--- config.mk ---
export PLATFORM = sky130hd
export DESIGN_NAME = mod503_chunk_accum
export DESIGN_NICKNAME = d
export VERILOG_FILES = /design/src/rtl/mod503_chunk_accum.sv
export SDC_FILE = /design/constraint.sdc
export NUM_CORES = 1
export LEC_CHECK = 0
export ABC_AREA = 1
export CAP_MARGIN = 10
export CORE_ASPECT_RATIO = 0.7
export CORE_MARGIN = 1
export CORE_UTILIZATION = 30
export CTS_CLUSTER_DIAMETER = 50
export CTS_CLUSTER_SIZE = 12
export DETAILED_ROUTE_END_ITERATION = 16
export GPL_TIMING_DRIVEN = 1
export PLACE_DENSITY = 0.63
export SYNTH_ARGS = -nofsm -noshare
export SYNTH_HDL_FRONTEND = slang
export SYNTH_SLANG_ARGS = --single-unit
--- constraint.sdc ---
create_clock -name clk -period 2.4 [get_ports clk]
set_clock_uncertainty 0.2 [all_clocks]
set_input_delay 0.6 -clock clk [delete_from_list [all_inputs] [get_ports clk]]
set_output_delay 0.6 -clock clk [all_outputs]
set_load 0.03 [all_outputs]
--- src/rtl/mod503_chunk_accum.sv ---
// rtl/mod503_chunk_accum.sv - modular chunk accumulator (IDLE/ACC/DONE) with handshaked result
// Optional input range check enabled by MOD503_ACCUM_RANGECHK_EN.
module mod503_chunk_accum #(
    parameter int MOD = 503,
    parameter int W   = 9,
    parameter int CW  = 7
) (
    input  logic          clk,
    input  logic          rst,
    input  logic          in_valid,
    output logic          in_ready,
    input  logic [W-1:0]  in_res,
    input  logic          in_last,
    output logic          out_valid,
    input  logic          out_ready,
    output logic [W-1:0]  out_res,
    output logic [CW-1:0] out_cnt,
    output logic          err
);

    typedef enum logic [1:0] {
        S_IDLE = 2'd0,
        S_ACC  = 2'd1,
        S_DONE = 2'd2
    } state_t;

    localparam logic [W:0]    MOD_W1  = (W+1)'(MOD);
    localparam logic [CW-1:0] CNT_MAX = '1;

    state_t        state_q, state_d;
    logic [W-1:0]  acc_q, acc_d;
    logic [CW-1:0] cnt_q, cnt_d;
    logic          err_q, err_d;

    logic          accept;
    logic          in_over;
    logic [W-1:0]  op;
    logic [W:0]    sum;
    logic [W:0]    sum_red;

    assign in_ready  = (state_q != S_DONE);
    assign out_valid = (state_q == S_DONE);
    assign accept    = in_valid && in_ready;

    // Operand conditioning: out-of-range residues are folded once before use.
    always_comb begin
`ifdef MOD503_ACCUM_RANGECHK_EN
        in_over = ({1'b0, in_res} >= MOD_W1);
        op      = in_over ? W'({1'b0, in_res} - MOD_W1) : in_res;
`else
        in_over = 1'b0;
        op      = in_res;
`endif
    end

    // Both addends are below MOD, so one conditional subtraction suffices.
    always_comb begin
        sum     = {1'b0, acc_q} + {1'b0, op};
        sum_red = (sum >= MOD_W1) ? (sum - MOD_W1) : sum;
    end

    always_comb begin
        state_d = state_q;
        acc_d   = acc_q;
        cnt_d   = cnt_q;
        err_d   = err_q | (accept & in_over);
        case (state_q)
            S_IDLE: begin
                if (accept) begin
                    acc_d   = op;
                    cnt_d   = CW'(1);
                    state_d = in_last ? S_DONE : S_ACC;
                end
            end
            S_ACC: begin
                if (accept) begin
                    acc_d   = sum_red[W-1:0];
                    cnt_d   = (cnt_q == CNT_MAX) ? cnt_q : cnt_q + CW'(1);
                    state_d = in_last ? S_DONE : S_ACC;
                end
            end
            S_DONE: begin
                if (out_ready) begin
                    state_d = S_IDLE;
                end
            end
            default: state_d = S_IDLE;
        endcase
    end

    always_ff @(posedge clk) begin
        if (rst) begin
            state_q <= S_IDLE;
            acc_q   <= '0;
            cnt_q   <= '0;
            err_q   <= 1'b0;
        end else begin
            state_q <= state_d;
            acc_q   <= acc_d;
            cnt_q   <= cnt_d;
            err_q   <= err_d;
        end
    end

    // Result bus reads zero whenever no result is being offered.
    assign out_res = out_valid ? acc_q : '0;
    assign out_cnt = out_valid ? cnt_q : '0;
    assign err     = err_q;

endmodule

==> impl_metrics.json <==
{
  "worst_hold_slack_ps": 281,
  "yosys.cell_types.count": 34,
  "fp-row-count": 23,
  "cts_hold_buffers": 0,
  "period_needed_ps": 2460,
  "critical_path.startpoint_type": "primary input",
  "placement.cell_area_sq_mm": 0.00249,
  "hold_class": "reg -> reg",
  "fin_ws_ps": -59.0,
  "place.gp.congestion": 0.834,
  "remaining_drc_errors": 0,
  "crit_type": "in -> reg",
  "power.total_w": 0.00121,
  "run_status": "finished with violations",
  "fp.coreArea_sq_mm": 0.00581,
  "cts_root_cell": "sky130_fd_sc_hd__clkbuf_8",
  "final_worst_path_period_share": 1.02,
  "route.final.wire_length_um": 5320,
  "setup_tns_ps": -197,
  "final-hold-violation-count": 0,
  "floorplan.die_area_sq_mm": 0.00644,
  "start_util": 0.316,
  "worst_path_required_time_ps": 2400,
  "wire_length_of_the_first_global_routing_pass_um": 8940,
  "worst_ep_arrival_time_ps": 2460,
  "postSynthRegisterBits": 18,
  "ff2ff_setup_slack_ps": 30,
  "syn_to_final_growth_pct": 49.9,
  "cellPowerDensity_mw_per_mm2": 442,
  "routed_wire_length_per_instance_um": 12.1,
  "grt_util_met1": 0.260,
  "syn_area_sq_mm": 0.00183,
  "grt_usage": 0.179,
  "synth_top_area_share": 0.196,
  "number_of_sinks_driven_by_the_clock_tree": 18,
  "detail-route-antenna-nets": 0,
  "maximum_number_of_pins_on_one_net_before_global_route_repair": 18,
  "cts_inserted_buffers": 3,
  "tritoncts": "yes",
  "fraction_of_final_layout_cells_sized_beyond_drive_strength_1": 0.331,
  "fillers": 568,
  "vias_per_cell": 4.64,
  "max-vdd-ir-drop_mv": 0.311,
  "final-max-slew-violation-count": 0,
  "worst_skew_pair_latency_ps": 260,
  "post_synth_inst_count": 301,
  "first_global_vias": 1920,
  "gr-max-usage-layer": "met2",
  "min_delay_worst_endpoint": "cnt_q[6]$_SDFFE_PP0P_",
  "initial_antenna_violation_count": 0,
  "worstRegToRegCells": 13,
  "synth.yosys.warnings": 0,
  "setup_viol_count_final": 6,
  "drt-pass1-iter-count": 4,
  "portBuffers": 31,
  "hold_start": "cnt_q[6]$_SDFFE_PP0P_",
  "final_design_area_no_fill_sq_mm": 0.00275,
  "regToRegEndpoint": "acc_q[2]$_SDFFE_PP0P_",
  "regToRegStartpoint": "acc_q[0]$_SDFFE_PP0P_",
  "yosysTopAreaCell": "sky130_fd_sc_hd__dfxtp_1",
  "rsz0062_at_grt": "true",
  "cts_max_level": 1,
  "worstPathMaxFanout": 8,
  "place.detailed.hpwl_um": 4270,
  "drv.max_cap_violation_count": 0,
  "floorplan.die.width_um": 95.5,
  "die-height_um": 67.4,
  "gr-usage-met3": 0.0304,
  "netlist_top_cells_area": "sky130_fd_sc_hd__dfxtp_1, sky130_fd_sc_hd__nand2_1, sky130_fd_sc_hd__inv_1",
  "ys_seq_area_frac": 0.196,
  "vias": 2046,
  "failed_checks": "setup timing",
  "end_kind": "flop",
  "fmax_mhz": 407,
  "floorplan.io_pins": 33,
  "detailedRoute.firstIterationViolations": 113,
  "worst_hold_path.num_cells": 2,
  "nets": 393,
  "global_route.usage.met2": 0.286,
  "avgSynthCellArea_sq_um": 6.09,
  "antenna_cells_inserted": 0,
  "clkSlewWorstSetupHoldPaths_ps": 70,
  "grt_overflow": 0,
  "postSynthNetCount": 327,
  "p_leak_nw": 1.30,
  "cts-root-to-sink-buffers": 2
}
-- final cells by class --
class | instances | area, sq um | area share
tap | 75 | 93.8 | 0.0341
clock buffer | 4 | 55.1 | 0.0200
timing repair buffer | 67 | 548 | 0.199
inverter | 52 | 195 | 0.0710
multi-input combinational | 225 | 1500 | 0.544
sequential | 18 | 360 | 0.131
-- routing by layer --
layer  vias up  part of all wire
met1       920              0.52
met2        44              0.42
met5         -                 0
met4         0            0.0036
met3         4             0.056
li1       1078                 -
-- registers in the layout, indices dropped and copies added, names as in the netlist --
register and count:
acc_q 9, cnt_q 7, state_q 2
-- cell usage in the layout, fill, tap and decap left out, types with 7 or more instances in the layout --
cell,netlist,routed
sky130_fd_sc_hd__ha_4,0,9
sky130_fd_sc_hd__nor2_1,41,31
sky130_fd_sc_hd__nand2_2,9,12
sky130_fd_sc_hd__buf_4,1,50
sky130_fd_sc_hd__nand2_1,71,65
sky130_fd_sc_hd__inv_1,49,49
sky130_fd_sc_hd__dfxtp_1,18,18
sky130_fd_sc_hd__o21ai_0,8,7
sky130_fd_sc_hd__nand3_1,35,34
sky130_fd_sc_hd__a21oi_2,7,9
sky130_fd_sc_hd__a21oi_1,12,10
sky130_fd_sc_hd__nor2_4,2,12
-- worst max-delay path, cell delays in order --
cell and delay, ps:
sky130_fd_sc_hd__buf_8 100, sky130_fd_sc_hd__ha_4 150, sky130_fd_sc_hd__fa_2 570, sky130_fd_sc_hd__ha_4 160, sky130_fd_sc_hd__nand2_4 50, sky130_fd_sc_hd__nand3_4 90
sky130_fd_sc_hd__nand2_4 70, sky130_fd_sc_hd__nor2_8 90, sky130_fd_sc_hd__nand3_4 130, sky130_fd_sc_hd__nand2_4 120, sky130_fd_sc_hd__nand2_1 70, sky130_fd_sc_hd__nand3_2 70
sky130_fd_sc_hd__nand2_1 70, sky130_fd_sc_hd__a21oi_2 120
-- through the flow --
stage,utilization,cells,worst slack [ps]
floorplan,-,301,-165
global placement,0.429,432,-757
detailed placement,0.429,432,-795
CTS,0.458,438,-73.3
global route,0.473,441,-161
finish,0.473,441,-59.0
-- power by group --
group / internal (W) / switching (W)
clock network: 0.000146 / 0.000104
registers: 0.000315 / 0.0000208
logic: 0.000279 / 0.000349
-- cells by family (layout without fill, tap and decap cells) --
logic type	count (synthesis)	after routing	synth area share
buffers and inverters	58	123	0.121
DFF	18	18	0.196
other	1	1	0.00204
AOI/OAI and AO/OA	31	31	0.108
and+or+nand+nor	178	178	0.472
xor gates and xnor gates	3	3	0.0143
adders and majority gates	12	12	0.0859
-- synth_stat cells, drive strengths merged --
| cell type | n |
|---|---|
| a21oi | 20 |
| nand4 | 2 |
| a31oi | 1 |
| clkbuf | 4 |
| o22ai | 1 |
| ha | 11 |
| dfxtp | 18 |
| a211oi | 1 |
| or2 | 1 |
| buf | 2 |
| clkinv | 2 |
| xnor2 | 1 |
| nand2 | 83 |
| nor2 | 45 |
| nor3b | 1 |
| nand3 | 42 |
| xor2 | 2 |
| nand3b | 2 |
| fa | 1 |
| conb | 1 |
| o21ai | 8 |
| nor3 | 2 |
| inv | 50 |
-- how the worst max path moves through the flow --
stage                          from                     to  cells past startpoint
after floorplan           in_res[0]  acc_q[5]$_SDFFE_PP0P_                     13
after global placement    in_res[0]  acc_q[0]$_SDFFE_PP0P_                     16
after detailed placement  in_res[0]  acc_q[0]$_SDFFE_PP0P_                     16
after CTS                 in_res[0]  acc_q[2]$_SDFFE_PP0P_                     14
after global routing      in_res[4]  acc_q[5]$_SDFFE_PP0P_                     15
final                     in_res[0]  acc_q[2]$_SDFFE_PP0P_                     14
-- timing repair --
action | 4_1_cts | 5_1_grt
endpoints found under the setup margin | 9 | 14
buffers inserted | 2 | 3
resized for setup | 29 | 17
pin swaps | 16 | 9
(Power assumes the default switching activity.)
